$ cat src/rtl/if_fetch_unit_pkg.sv
// Shared widths, stall encodings and hold-buffer state encoding for the IF stage.
package if_fetch_unit_pkg;

  localparam int unsigned IfToIdWd   = 33;
  localparam int unsigned BrWd       = 33;
  localparam int unsigned StallBusWd = 6;

  localparam logic Stop   = 1'b1;
  localparam logic NoStop = 1'b0;

  localparam logic [31:0] ResetPcVal = 32'hBFBF_FFFC;

  typedef enum logic {
    HstatePass = 1'b0,
    HstateHold = 1'b1
  } hstate_e;

endpackage

$ cat src/rtl/if_fetch_unit_inst_hold_buf.sv
// Captures the SRAM read data when ID stalls so ID keeps seeing the word that
// matches its latched PC.
module if_fetch_unit_inst_hold_buf
  import if_fetch_unit_pkg::*;
(
  input  logic        clk,
  input  logic        rst,
  input  logic        stall_id_i,
  input  logic [31:0] inst_sram_rdata_i,
  output logic [31:0] id_inst_o
);

  hstate_e     hstate_q;
  logic [31:0] hold_q;

  always_ff @(posedge clk) begin
    if (rst) begin
      hstate_q <= HstatePass;
      hold_q   <= '0;
    end else begin
      unique case (hstate_q)
        HstatePass: begin
          if (stall_id_i == Stop) begin
            hstate_q <= HstateHold;
            hold_q   <= inst_sram_rdata_i;
          end
        end
        HstateHold: begin
          if (stall_id_i == NoStop) begin
            hstate_q <= HstatePass;
          end
        end
        default: hstate_q <= HstatePass;
      endcase
    end
  end

  assign id_inst_o = (hstate_q == HstateHold) ? hold_q : inst_sram_rdata_i;

endmodule

$ cat src/rtl/if_fetch_unit.sv
// Instruction-fetch stage: owns the PC, issues SRAM reads, and remembers a branch
// resolved by ID while IF is stalled.
module if_fetch_unit
  import if_fetch_unit_pkg::*;
#(
  parameter logic [31:0] RESET_PC = ResetPcVal
) (
  input  logic                  clk,
  input  logic                  rst,
  input  logic [StallBusWd-1:0] stall,
  input  logic [BrWd-1:0]       br_bus,
  output logic [IfToIdWd-1:0]   if_to_id_bus,
  output logic                  inst_sram_en,
  output logic [3:0]            inst_sram_wen,
  output logic [31:0]           inst_sram_addr,
  output logic [31:0]           inst_sram_wdata,
  input  logic [31:0]           inst_sram_rdata,
  output logic [31:0]           id_inst
);

  logic        br_e;
  logic [31:0] br_addr;
  logic [31:0] pc_q, pc_d;
  logic        ce_q;
  logic        br_pend_q;
  logic [31:0] br_pend_addr_q;
  logic        unused_stall;

  assign {br_e, br_addr} = br_bus;
  assign unused_stall    = ^stall[StallBusWd-1:2];

  always_comb begin
    pc_d = pc_q + 32'd4;
    if (br_e) begin
      pc_d = br_addr;
    end else if (br_pend_q) begin
      pc_d = br_pend_addr_q;
    end
  end

  always_ff @(posedge clk) begin
    if (rst) begin
      pc_q           <= RESET_PC;
      ce_q           <= 1'b0;
      br_pend_q      <= 1'b0;
      br_pend_addr_q <= '0;
    end else if (stall[0] == NoStop) begin
      pc_q      <= pc_d;
      ce_q      <= 1'b1;
      br_pend_q <= 1'b0;
    end else if (br_e) begin
      // Latest branch wins if ID resolves more than one while IF is frozen.
      br_pend_q      <= 1'b1;
      br_pend_addr_q <= br_addr;
    end
  end

  assign inst_sram_en    = ce_q;
  assign inst_sram_addr  = pc_q;
  assign inst_sram_wen   = 4'b0;
  assign inst_sram_wdata = 32'b0;
  assign if_to_id_bus    = {ce_q, pc_q};

  if_fetch_unit_inst_hold_buf u_inst_hold_buf (
    .clk               (clk),
    .rst               (rst),
    .stall_id_i        (stall[1]),
    .inst_sram_rdata_i (inst_sram_rdata),
    .id_inst_o         (id_inst)
  );

endmodule

$ cat config.mk
export PLATFORM = sky130hd
export DESIGN_NAME = if_fetch_unit
export DESIGN_NICKNAME = d
export VERILOG_FILES = /design/src/rtl/if_fetch_unit_pkg.sv /design/src/rtl/if_fetch_unit_inst_hold_buf.sv /design/src/rtl/if_fetch_unit.sv
export SDC_FILE = /design/constraint.sdc
export NUM_CORES = 1
export LEC_CHECK = 0
export BUFFER_PORTS_ARGS = -buffer_cell sky130_fd_sc_hd__buf_2
export CAP_MARGIN = 20
export CORE_MARGIN = 5
export CORE_UTILIZATION = 45
export CTS_CLUSTER_DIAMETER = 80
export CTS_CLUSTER_SIZE = 30
export DETAILED_ROUTE_END_ITERATION = 6
export PLACE_DENSITY = 0.84
export SYNTH_ARGS = -nofsm -noshare
export SYNTH_HDL_FRONTEND = slang
export SYNTH_SLANG_ARGS = --single-unit
$ cat constraint.sdc
create_clock -name clk -period 2.1 [get_ports clk]
set_clock_uncertainty 0.2 [all_clocks]
set_input_delay 0.63 -clock clk [delete_from_list [all_inputs] [get_ports clk]]
set_output_delay 0.63 -clock clk [all_outputs]
set_load 0.02 [all_outputs]
==> flow_summary.ini <==
[power_and_ir_drop]
p_switching_mw = 1.67
leakagePower_nw = 3.07
combPwrFrac_pct = 26.7
netSwitchingFraction_pct = 31.2
clockPowerShare_pct = 34.2
cellInternalPower_mw = 3.67
irDropWorstVdd_mv = 0.522
seqPwrFrac_pct = 39.1
power_density_mw_per_mm2 = 767

[clock_tree]
clk_latency_ns = 0.35
cts_hold_buf = 0
cts_max_path_buffers = 2
cts-root-buf = clkbuf_16
path_clk_slew_ns = 0.07
post_cts_buffers = 0
cts_tree = built
cts.sinks = 99
htreeDepth = 3
cts-buffers-inserted = 9

[worst_setup_path]
reg2reg_to = inst_sram_addr[27]
cp_data_required_time_ns = 1.27
crit_chain = buf_12, mux2_2, buf_4
worstSetupPathType = register to output port
worstRegToRegCells = 4
slowest_stage = dfxtp_4
start_kind = register
max_stage_delay_ns = 0.37
r2r_slack_ns = 0.13
arrival_ns = 1.41
path_max_fanout = 21
r2r-start = inst_sram_addr[12]
cp-end-kind = output port

[timing]
setup_slack_ns = -0.143
slew-limit-headroom_pct = 66.0
slew_violations = 0
setup_tns_ns = -3.48
fmax_ghz = 0.446
rsz0062_at_grt = yes
fin_crit_ns = 2.24
hold_violations = 0
final.period_utilization_pct = 107
setup_viol = 32
worst_slew_pin_slew_ns = 0.511

[global_route]
antenna_found_initial = 3
grt_pass1_vias = 5182
grt.total_usage_pct = 21.0
grt_pass1_wl_um = 24900
grt_max_degree = 50
gr-total-overflow = 0

[placement]
dpl.hpwl_um = 11900
port_buffers = 166
numPlacedInstances = 1007
gp_congestion = 0.899
placement.cell_area_mm2 = 0.00654

[min_path]
whs_path_depth = 2
min_to = br_pend_addr_q[0]
min_from = br_pend_addr_q[0]
hp-class = register to register

[synthesis]
synth_edf_count = 0
yosys_warnings = 0
ys_seq_area_share_pct = 36.1
ys_seq_elements = 99
yosys.area.top_type = dfxtp_1
synth_top_area_share_pct = 36.1
synth_area_leaders = dfxtp_1 36%, nand2_1 10%, buf_4 9.4%
synthDistinctLibCells = 55
ys_async_sr_fraction_pct = 0
synthCells = 705
synth_ff_type = dfxtp_1
synth_area_mm2 = 0.00549
synth.avg_cell_area_um2 = 7.78

[job]
maxCapViolCount = 0

[layout]
drive_above_1_share_pct = 34.0
fill_cells = 1049
area_delta_synth_final_pct = 26.9
n_antenna_cell = 0
finalNonFillerCells = 1023
nNetsFinal = 945
stdcell_area_mm2 = 0.00696

[floorplan]
ios = 207
die_area_mm2 = 0.0145
coreArea_mm2 = 0.0120
start_util_pct = 45.9
placementRows = 40
die_w_um = 120
die_h_um = 120

[detailed_routing]
drt_pass1_iterations = 6
viasPerCell = 5.56
num_vias = 5691
initialDrtViolationCount = 598
drc = 0
drt_wl_total_um = 16000
ant_nets = 0
wire_per_inst_um = 15.6

[run_status]
violations = negative setup slack
status = finished, violations left
## layout make-up
| class | count | area (um^2) | area share, % |
|---|---|---|---|
| Inverter | 18 | 67.6 | 0.971 |
| Clock inverter | 5 | 75.1 | 1.08 |
| Clock buffer | 11 | 253 | 3.63 |
| Tap cell | 147 | 184 | 2.64 |
| Timing Repair Buffer | 236 | 1490 | 21.4 |
| Sequential cell | 99 | 1990 | 28.6 |
| Multi-Input combinational cell | 507 | 2900 | 41.7 |
## worst max-delay path, delay by kind of cell, from the launching register on
kind	cells	cell delay, ns
buf+inv	2	0.33
mux	1	0.36
flops	1	0.37
## cell usage after synthesis, types with 2 or more instances
master     number
nand2_1       153
dfxtp_1        99
a21oi_1        86
buf_4          69
clkbuf_1       41
mux2_2         32
nand3_1        21
inv_1          18
o21ai_0        18
nor2_1         16
nor3_1         12
a211oi_1       10
a221o_1        10
a2bb2oi_1      10
nor4_1         10
o211ai_1        9
nand4_1         8
and3_1          6
nand2b_1        6
o22ai_1         6
a221oi_1        5
a311oi_1        4
and4_1          4
buf_1           4
nand3b_1        4
nor2b_1         4
or4_1           4
and2_1          3
o21a_1          3
a22oi_1         2
a41oi_1         2
mux2i_1         2
nor4_2          2
## power by group through the flow
stage	Clock (mW)	Sequential [mW]	Combinational, mW
floorplan	0	2.22	0.865
global placement	0	2.12	1.36
detailed placement	0	2.13	1.38
CTS	1.86	2.09	1.39
global route	1.91	2.10	1.54
finish	1.82	2.09	1.42
## logic make-up after synthesis
logic type      Yosys count  synth area share (%)
flops                    99                  36.1
other cells               1                0.0683
simple gates            261                  22.3
buf+inv                 134                  14.0
compound gates          175                  20.3
mux                      34                  6.93
fa+ha+maj                 1                 0.228
## worst max path at each step
| stage | start | to | depth (start not counted) |
|---|---|---|---|
| 2_1_floorplan | u_inst_hold_buf.hstate_q | id_inst[0] | 3 |
| 3_3_place_gp | stall[0] | inst_sram_addr[13] | 6 |
| 3_5_place_dp | stall[0] | inst_sram_addr[11] | 6 |
| 4_1_cts | u_inst_hold_buf.hstate_q | id_inst[15] | 3 |
| 5_1_grt | u_inst_hold_buf.hstate_q | id_inst[2] | 3 |
| 6_report | u_inst_hold_buf.hstate_q | id_inst[15] | 3 |
## flip-flops by register name (all words and copies together), names as in the netlist
signal                    count
u_inst_hold_buf.hold_q       32
u_inst_hold_buf.hstate_q      1
inst_sram_addr               32
br_pend_q                     1
inst_sram_en                  1
br_pend_addr_q               32
## layout by cell type (no fill, tap or decap), types with 8 or more instances in the layout
master,count
nand3_1,20
nor3_1,12
nand4_1,8
a221o_1,10
clkbuf_16,9
nor2_1,16
conb_1,36
nor4_1,10
a2bb2oi_1,10
inv_1,18
o21ai_0,18
o211ai_1,9
buf_4,73
a21oi_1,86
nand2_1,153
buf_2,151
a211oi_1,10
dfxtp_1,94
mux2_2,25
## layer usage
| metal | vias to the layer above | track usage, % | wire length [um] |
|---|---|---|---|
| met5 | - | 0 | 41 |
| met1 | 2630 | 25.7 | 6540 |
| met4 | 6 | 8.85 | 379 |
| met2 | 295 | 34.8 | 7440 |
| li1 | 2719 | - | - |
| met3 | 41 | 5.66 | 1550 |
## metrics by stage
step	setup WS (ns)	total power [mW]	hold WS, ns	utilization, %
2_1_floorplan	-0.00210	3.08	0.231	-
3_3_place_gp	-0.125	3.48	0.238	54.7
3_5_place_dp	-0.132	3.51	0.244	54.7
4_1_cts	-0.153	5.34	0.253	57.7
5_1_grt	-0.176	5.55	0.269	58.2
6_report	-0.143	5.34	0.253	58.2
## timing repair
item	in CTS	in global routing
setup endpoints to repair	32	32
gates resized for setup	11	19
hold endpoints to repair	0	0
(Power assumes the default switching activity.)
